File: config.mk
export PLATFORM = sky130hd
export DESIGN_NAME = wb_packer_flat
export DESIGN_NICKNAME = d
export VERILOG_FILES = /design/src/rtl/wb_packer_pkg.sv /design/src/rtl/wb_packer_if.sv /design/src/rtl/wb_fifo.sv /design/src/rtl/wb_packer.sv /design/src/flat_wrapper.sv
export SDC_FILE = /design/constraint.sdc
export NUM_CORES = 2
export LEC_CHECK = 0
export CORE_MARGIN = 2
export CORE_UTILIZATION = 56
export DETAILED_ROUTE_END_ITERATION = 10
export HOLD_SLACK_MARGIN = 0.12
export PLACE_DENSITY = 0.83
export SYNTH_ARGS = -nofsm -noshare
export SYNTH_HDL_FRONTEND = slang
export SYNTH_SLANG_ARGS = --single-unit
File: constraint.sdc
create_clock -name clk -period 12.7 [get_ports clk]
set_input_delay 3.81 -clock clk [delete_from_list [all_inputs] [get_ports clk]]
set_output_delay 3.81 -clock clk [all_outputs]
set_load 0.02 [all_outputs]
File: src/rtl/wb_packer_pkg.sv
// rtl/wb_packer_pkg.sv - shared lane geometry and FIFO entry layout for wb_packer
package wb_packer_pkg;
  localparam int BURST_LEN = 8;
  localparam int HW_W      = 16;
  localparam int DATA_W    = HW_W * BURST_LEN;
  localparam int IDX_W     = $clog2(BURST_LEN);

  // FIFO entry = {last, strb, data}
  localparam int DATA_LSB  = 0;
  localparam int STRB_LSB  = DATA_W;
  localparam int LAST_BIT  = DATA_W + BURST_LEN;
  localparam int ENTRY_W   = LAST_BIT + 1;

  typedef logic [ENTRY_W-1:0] entry_t;

  function automatic entry_t pack_entry(input logic last,
                                        input logic [BURST_LEN-1:0] strb,
                                        input logic [DATA_W-1:0] data);
    return {last, strb, data};
  endfunction
endpackage

File: src/rtl/wb_packer_if.sv
// rtl/wb_packer_if.sv - packed-word write bus toward the DMA
interface wb_packer_if #(parameter int ADDR_W = 16);
  import wb_packer_pkg::*;

  logic                 wr_valid;
  logic                 wr_ready;
  logic [DATA_W-1:0]    wr_data;
  logic [BURST_LEN-1:0] wr_strb;
  logic [ADDR_W-1:0]    wr_addr;
  logic                 wr_last;

  modport master (output wr_valid, wr_data, wr_strb, wr_addr, wr_last, input wr_ready);
  modport slave  (input wr_valid, wr_data, wr_strb, wr_addr, wr_last, output wr_ready);
endinterface

File: src/rtl/wb_fifo.sv
// rtl/wb_fifo.sv - synchronous show-ahead FIFO; push while full is ignored unless popping
module wb_fifo #(
  parameter int DEPTH = 16,
  parameter int WIDTH = 8
) (
  input  logic             clk,
  input  logic             rst_n,
  input  logic             push,
  input  logic             pop,
  input  logic [WIDTH-1:0] din,
  output logic [WIDTH-1:0] dout,
  output logic             full,
  output logic             empty
);
  localparam int PTR_W = $clog2(DEPTH);

  logic [WIDTH-1:0] mem [DEPTH];
  logic [PTR_W:0]   wptr, rptr;
  logic             do_push, do_pop;

  assign empty   = (wptr == rptr);
  assign full    = (wptr[PTR_W] != rptr[PTR_W]) && (wptr[PTR_W-1:0] == rptr[PTR_W-1:0]);
  assign do_pop  = pop && !empty;
  assign do_push = push && (!full || do_pop);
  assign dout    = mem[rptr[PTR_W-1:0]];

  always_ff @(posedge clk or negedge rst_n) begin
    if (!rst_n) begin
      wptr <= '0;
      rptr <= '0;
    end else begin
      if (do_push) wptr <= wptr + 1'b1;
      if (do_pop)  rptr <= rptr + 1'b1;
    end
  end

  always_ff @(posedge clk) begin
    if (do_push) mem[wptr[PTR_W-1:0]] <= din;
  end
endmodule

File: src/rtl/wb_packer.sv
// rtl/wb_packer.sv - packs the engine halfword stream into tagged wide words
// and queues them for the DMA write path.
module wb_packer
  import wb_packer_pkg::*;
#(
  parameter int DEPTH  = 16,
  parameter int ADDR_W = 16
) (
  input  logic              clk,
  input  logic              rst_n,
  input  logic              op_start,
  input  logic [ADDR_W-1:0] base_addr,
  input  logic              output_en,
  input  logic [HW_W-1:0]   output_data,
  input  logic              gemm_finish,
  wb_packer_if.master       wr,
  output logic              busy,
  output logic              overflow,
  output logic [15:0]       word_count
);
  logic [DATA_W-1:0]    stage_data;
  logic [BURST_LEN-1:0] stage_strb;
  logic [IDX_W-1:0]     idx;
  logic                 gf_q, flush_pending;
  logic                 fin_rise, stage_full, flush_go;
  logic                 push, pop, full, empty;
  logic [ADDR_W-1:0]    addr_q;
  entry_t               push_entry, head;

  assign fin_rise   = gemm_finish & ~gf_q;
  assign stage_full = &stage_strb;
  assign flush_go   = flush_pending & ~output_en & ~op_start;
  // A full stage is held until the next halfword so the final word can carry last=1.
  assign push       = ~op_start & ((output_en & stage_full) | (flush_go & (|stage_strb)));
  assign push_entry = pack_entry(flush_go, stage_strb, stage_data);
  assign pop        = ~empty & wr.wr_ready;

  always_ff @(posedge clk or negedge rst_n) begin
    if (!rst_n) gf_q <= 1'b0;
    else        gf_q <= gemm_finish;
  end

  always_ff @(posedge clk or negedge rst_n) begin
    if (!rst_n) begin
      stage_data    <= '0;
      stage_strb    <= '0;
      idx           <= '0;
      flush_pending <= 1'b0;
    end else if (op_start) begin
      stage_data    <= '0;
      stage_strb    <= '0;
      idx           <= '0;
      flush_pending <= 1'b0;
    end else if (output_en) begin
      if (stage_full) begin
        stage_data <= DATA_W'(output_data);
        stage_strb <= BURST_LEN'(1);
        idx        <= IDX_W'(1);
      end else begin
        stage_data[idx*HW_W +: HW_W] <= output_data;
        stage_strb[idx]              <= 1'b1;
        idx                          <= idx + 1'b1;
      end
      if (fin_rise) flush_pending <= 1'b1;
    end else begin
      if (flush_pending) begin
        stage_data <= '0;
        stage_strb <= '0;
        idx        <= '0;
      end
      flush_pending <= fin_rise;
    end
  end

  always_ff @(posedge clk or negedge rst_n) begin
    if (!rst_n) begin
      addr_q     <= '0;
      word_count <= '0;
      overflow   <= 1'b0;
    end else if (op_start) begin
      addr_q     <= base_addr;
      word_count <= '0;
      overflow   <= 1'b0;
    end else begin
      if (pop) begin
        addr_q <= addr_q + 1'b1;
        if (word_count != 16'hFFFF) word_count <= word_count + 1'b1;
      end
      if (push && full && !pop) overflow <= 1'b1;
    end
  end

  wb_fifo #(.DEPTH(DEPTH), .WIDTH(ENTRY_W)) u_fifo (
    .clk   (clk),
    .rst_n (rst_n),
    .push  (push),
    .pop   (pop),
    .din   (push_entry),
    .dout  (head),
    .full  (full),
    .empty (empty)
  );

  // Payload is forced to zero while empty so stale RAM never reaches the bus.
  assign wr.wr_valid = ~empty;
  assign wr.wr_data  = empty ? '0 : head[DATA_LSB +: DATA_W];
  assign wr.wr_strb  = empty ? '0 : head[STRB_LSB +: BURST_LEN];
  assign wr.wr_last  = ~empty & head[LAST_BIT];
  assign wr.wr_addr  = addr_q;
  assign busy        = (|stage_strb) | ~empty | flush_pending;
endmodule

File: src/flat_wrapper.sv
// flat-port wrapper written by rule: the top's interface ports become plain ports
module wb_packer_flat import wb_packer_pkg::*;
#(
  parameter int DEPTH  = 16,
  parameter int ADDR_W = 16
)
  (clk, rst_n, op_start, base_addr, output_en, output_data, gemm_finish, busy, overflow, word_count, wr_wr_valid, wr_wr_data, wr_wr_strb, wr_wr_addr, wr_wr_last, wr_wr_ready);
  wb_packer_if #(.ADDR_W(ADDR_W)) wr_i ();
  input  logic clk;
  input  logic rst_n;
  input  logic op_start;
  input  logic [ADDR_W-1:0] base_addr;
  input  logic output_en;
  input  logic [HW_W-1:0] output_data;
  input  logic gemm_finish;
  output logic busy;
  output logic overflow;
  output logic [15:0] word_count;
  output wire logic [$bits(wr_i.wr_valid)-1:0] wr_wr_valid;
  output wire logic [$bits(wr_i.wr_data)-1:0] wr_wr_data;
  output wire logic [$bits(wr_i.wr_strb)-1:0] wr_wr_strb;
  output wire logic [$bits(wr_i.wr_addr)-1:0] wr_wr_addr;
  output wire logic [$bits(wr_i.wr_last)-1:0] wr_wr_last;
  input wire logic [$bits(wr_i.wr_ready)-1:0] wr_wr_ready;
  assign wr_wr_valid = wr_i.wr_valid;
  assign wr_wr_data = wr_i.wr_data;
  assign wr_wr_strb = wr_i.wr_strb;
  assign wr_wr_addr = wr_i.wr_addr;
  assign wr_wr_last = wr_i.wr_last;
  assign wr_i.wr_ready = wr_wr_ready;
  wb_packer #(.DEPTH(DEPTH), .ADDR_W(ADDR_W)) u_core (.clk(clk), .rst_n(rst_n), .op_start(op_start), .base_addr(base_addr), .output_en(output_en), .output_data(output_data), .gemm_finish(gemm_finish), .wr(wr_i), .busy(busy), .overflow(overflow), .word_count(word_count));
endmodule
==> results.md <==
- First-pass GRT wire length: 349 mm
- Iteration count of the initial detailed-routing pass: 5
- Clock root buffer: clkbuf_16
- Worst Path Arrival: 6530 ps
- Port Buf Inserts: between 200 and 250
- VDD IR max: 0.190 mV
- Synthesis-to-layout area growth: 13.1%
- Initial Utilization: 56.5%
- Fin. max-slew vios: 0
- Grt ovf: 0
- Synth Flop Type: edfxtp_1
- Routed via count: 46100
- Layout Skew: 38.3 ps
- Die area: 165000 um^2
- CP startpoint: u_core.u_fifo.rptr[1]$_DFFE_PN0P_
- Setup TNS: 0 ps
- Hold Path Class: reg2reg
- Area leader, netlist: edfxtp_1
- CP endpoint: wr_wr_data[37]
- WL/cell: 38.0 um
- Routability Congestion: 0.780
- RSZ-0062 raised after global routing: no
- CTS tree: yes
- Die H: 407 um
- Fillers: ~10000
- Worst setup EP type: output port
- R2R setup slack: roughly 7700 ps
- Detailed placement HPWL: 108 mm
- Slew headroom: 19.5%
- Syn Area/Cell: 23.6 um^2
- Synth Instances: 3852
- Vias in the first global route: 46800
- Most frequent cells in the layout: edfxtp_1 (2192), mux4_2 (685), clkbuf_16 (220)
- Critical R2R Launch: u_core.u_fifo.rptr[3]$_DFFE_PN0P_
- Global Route Usage Sum: 30.3%
- Crit path launch type: flop
- Total Wirelength: between 200 and 250 mm
- Share of post-route cells with drive strength above 1: 26.1%
- Clock sink count: between 2000 and 2500
- Multi-input logic area: between 15000 and 20000 um^2
- DP Worst Slack: 3330 ps
- Post-Syn Area: 90800 um^2
- CP Class: reg2out
- Syn Nets: 3901
- # setup viols final: 0
- Antenna violations before repair: 18
- # nets final: ~4200
- Post-synth EDFFs: 2192
- Max-cap violations: 0
- Setup Buffers After CTS: 0
- Reg2reg end: u_core.u_fifo.mem[0][73]$_DFFE_PP_
- Clk_lat worst skew: a little under 900 ps
- Top cells by area, synth: edfxtp_1 (72%), mux4_2 (17%), dfrtp_1 (5.1%)
- Seq/Total Area, Yosys: 77.6%
- CTS Buf Count: 217
- Post-route minimum period: around 10000 ps
- Number of gates resized after cts: 0
- DRC: 0
- Pwr per Cell Area: approximately 210 nW/um^2
- Final ANT Viol Nets: 0
- Final Util: 63.9%
- Yosys cell types: 52
- Final Hold Vio Count: 0
- Worst Tran Pin Value: roughly 1200 ps
- Fmax: 0.0967 GHz
- Yosys warns: 0
- Post-route clock period utilization: 81.5%
- Via density: 7.09
- Post-Place Cell Area: 95400 um^2
- Register area: slightly above 70000 um^2
- Largest net degree at the start of global routing: 166
- Worst-path clk slew: 60 ps
- Status: finished, final reports clean
- Rows: 147
- Clock Tree Buf Depth: 3
- Initial DRC count: just under 8000
- Boundary pin count: 210
- #FFs+latches synth: ~2400
- Htree depth: 4
- Leading cell type in the layout, fill and taps excluded: edfxtp_1
- P_leak: between 30 and 40 nW
- Std-Cell Core Area: 161000 um^2
- CP Max Fanout: 165
- Asr flop ratio synth: 7.74%
- Setup ws final: around 2400 ps
- Post-route cell area: 103000 um^2
- Post-CTS Hold Buffers: 0
- Data required, critical path: 8890 ps
- Synth top area share: 72.5%
- Die X: 407 um
- Reg2Reg Depth: 7
==> flip-flops by register name, summed over array words and instances, names as in the netlist <==
name / cells
u_core.gf_q: 1
u_core.overflow: 1
u_core.u_fifo.mem: 2192
u_core.u_fifo.rptr: 5
u_core.u_fifo.wptr: 5
u_core.word_count: 16
u_core.stage_data: 128
u_core.stage_strb: 8
u_core.idx: 3
u_core.wr.wr_addr: 16
u_core.flush_pending: 1
==> cell usage after synthesis, drive strengths merged (6+ instances only) <==
| master | n |
|---|---|
| clkbuf | 114 |
| buf | 108 |
| o31ai | 9 |
| xor2 | 12 |
| nor2b | 6 |
| nand3 | 16 |
| nor3 | 11 |
| nand2 | 42 |
| ha | 11 |
| o21ai | 34 |
| a21oi | 20 |
| edfxtp | 2192 |
| dfrtp | 184 |
| a22o | 130 |
| o211ai | 8 |
| mux4 | 685 |
| or4 | 14 |
| nand4 | 8 |
| and3 | 17 |
| and2 | 142 |
| nor2 | 20 |
| xnor2 | 15 |
| inv | 11 |
==> per-stage QoR <==
stage / hold WS (ps) / instances / power [mW]
after floorplan: 472 / 3852 / 12.7
after global placement: 480 / 6073 / 14.6
after CTS: 497 / 6487 / 21.4
final: 498 / 6500 / 21.3
after global routing: 518 / 6487 / 21.8
after detailed placement: 488 / 6073 / 14.6
==> per-layer routing <==
layer / up-vias / wire length [um] / track usage (%)
met5: - / 90 / 0
met4: 10 / 10200 / 12.3
met3: 678 / 30400 / 7.30
met2: 4284 / 122000 / 48.4
met1: 24100 / 84200 / 40.8
li1: 17000 / - / -
==> final cells by class <==
class	count	share of cell area, %
repair buffers	283	2.74
well taps	2160	2.63
diodes	13	0.0317
clock inverters	127	1.33
multi-input cells	1243	18.9
inverters	11	0.0426
clock buffers	287	5.77
flip-flops and latches	2376	68.6
==> cell families (layout without fill, tap and decap cells) <==
kind of cell,count (synthesis),in the layout,synth area share [%]
flip-flops,2376,2376,77.6
multiplexers,691,691,17.1
AND/OR/NAND/NOR,297,297,1.90
buffers and inverters,233,708,1.23
AO/OA/AOI/OAI,217,217,1.84
XOR/XNOR,27,27,0.260
adder cells (fa/ha/maj),11,11,0.152
other,0,13,0
==> where the power goes <==
group | internal, mW | leakage (nW) | switching [mW]
clock | 3.77 | 3.55 | 2.95
combinational | 2.88 | 7.14 | 2.97
sequential | 8.49 | 24.8 | 0.228
==> critical path, cell delays in order (launching register included) <==
cell and delay, ps:
dfrtp_4 880, buf_12 690, buf_4 970, buf_4 960, mux4_2 480, mux4_2 510, and2_1 220, clkdlybuf4s50_1 560
==> how the worst min path moves through the flow <==
| stage | slack, ps | start | endpoint | cells after the start |
|---|---|---|---|---|
| 2_1_floorplan | 470 | u_core.gf_q$_DFF_PN0_ | u_core.flush_pending$_DFFE_PN0P_ | 2 |
| 3_3_place_gp | 480 | u_core.overflow$_DFFE_PN0P_ | u_core.overflow$_DFFE_PN0P_ | 1 |
| 3_5_place_dp | 490 | u_core.gf_q$_DFF_PN0_ | u_core.flush_pending$_DFFE_PN0P_ | 2 |
| 4_1_cts | 500 | u_core.gf_q$_DFF_PN0_ | u_core.flush_pending$_DFFE_PN0P_ | 2 |
| 5_1_grt | 520 | u_core.overflow$_DFFE_PN0P_ | u_core.overflow$_DFFE_PN0P_ | 1 |
| 6_report | 500 | u_core.gf_q$_DFF_PN0_ | u_core.flush_pending$_DFFE_PN0P_ | 2 |
Note: power is estimated with default switching activity, not from simulation.
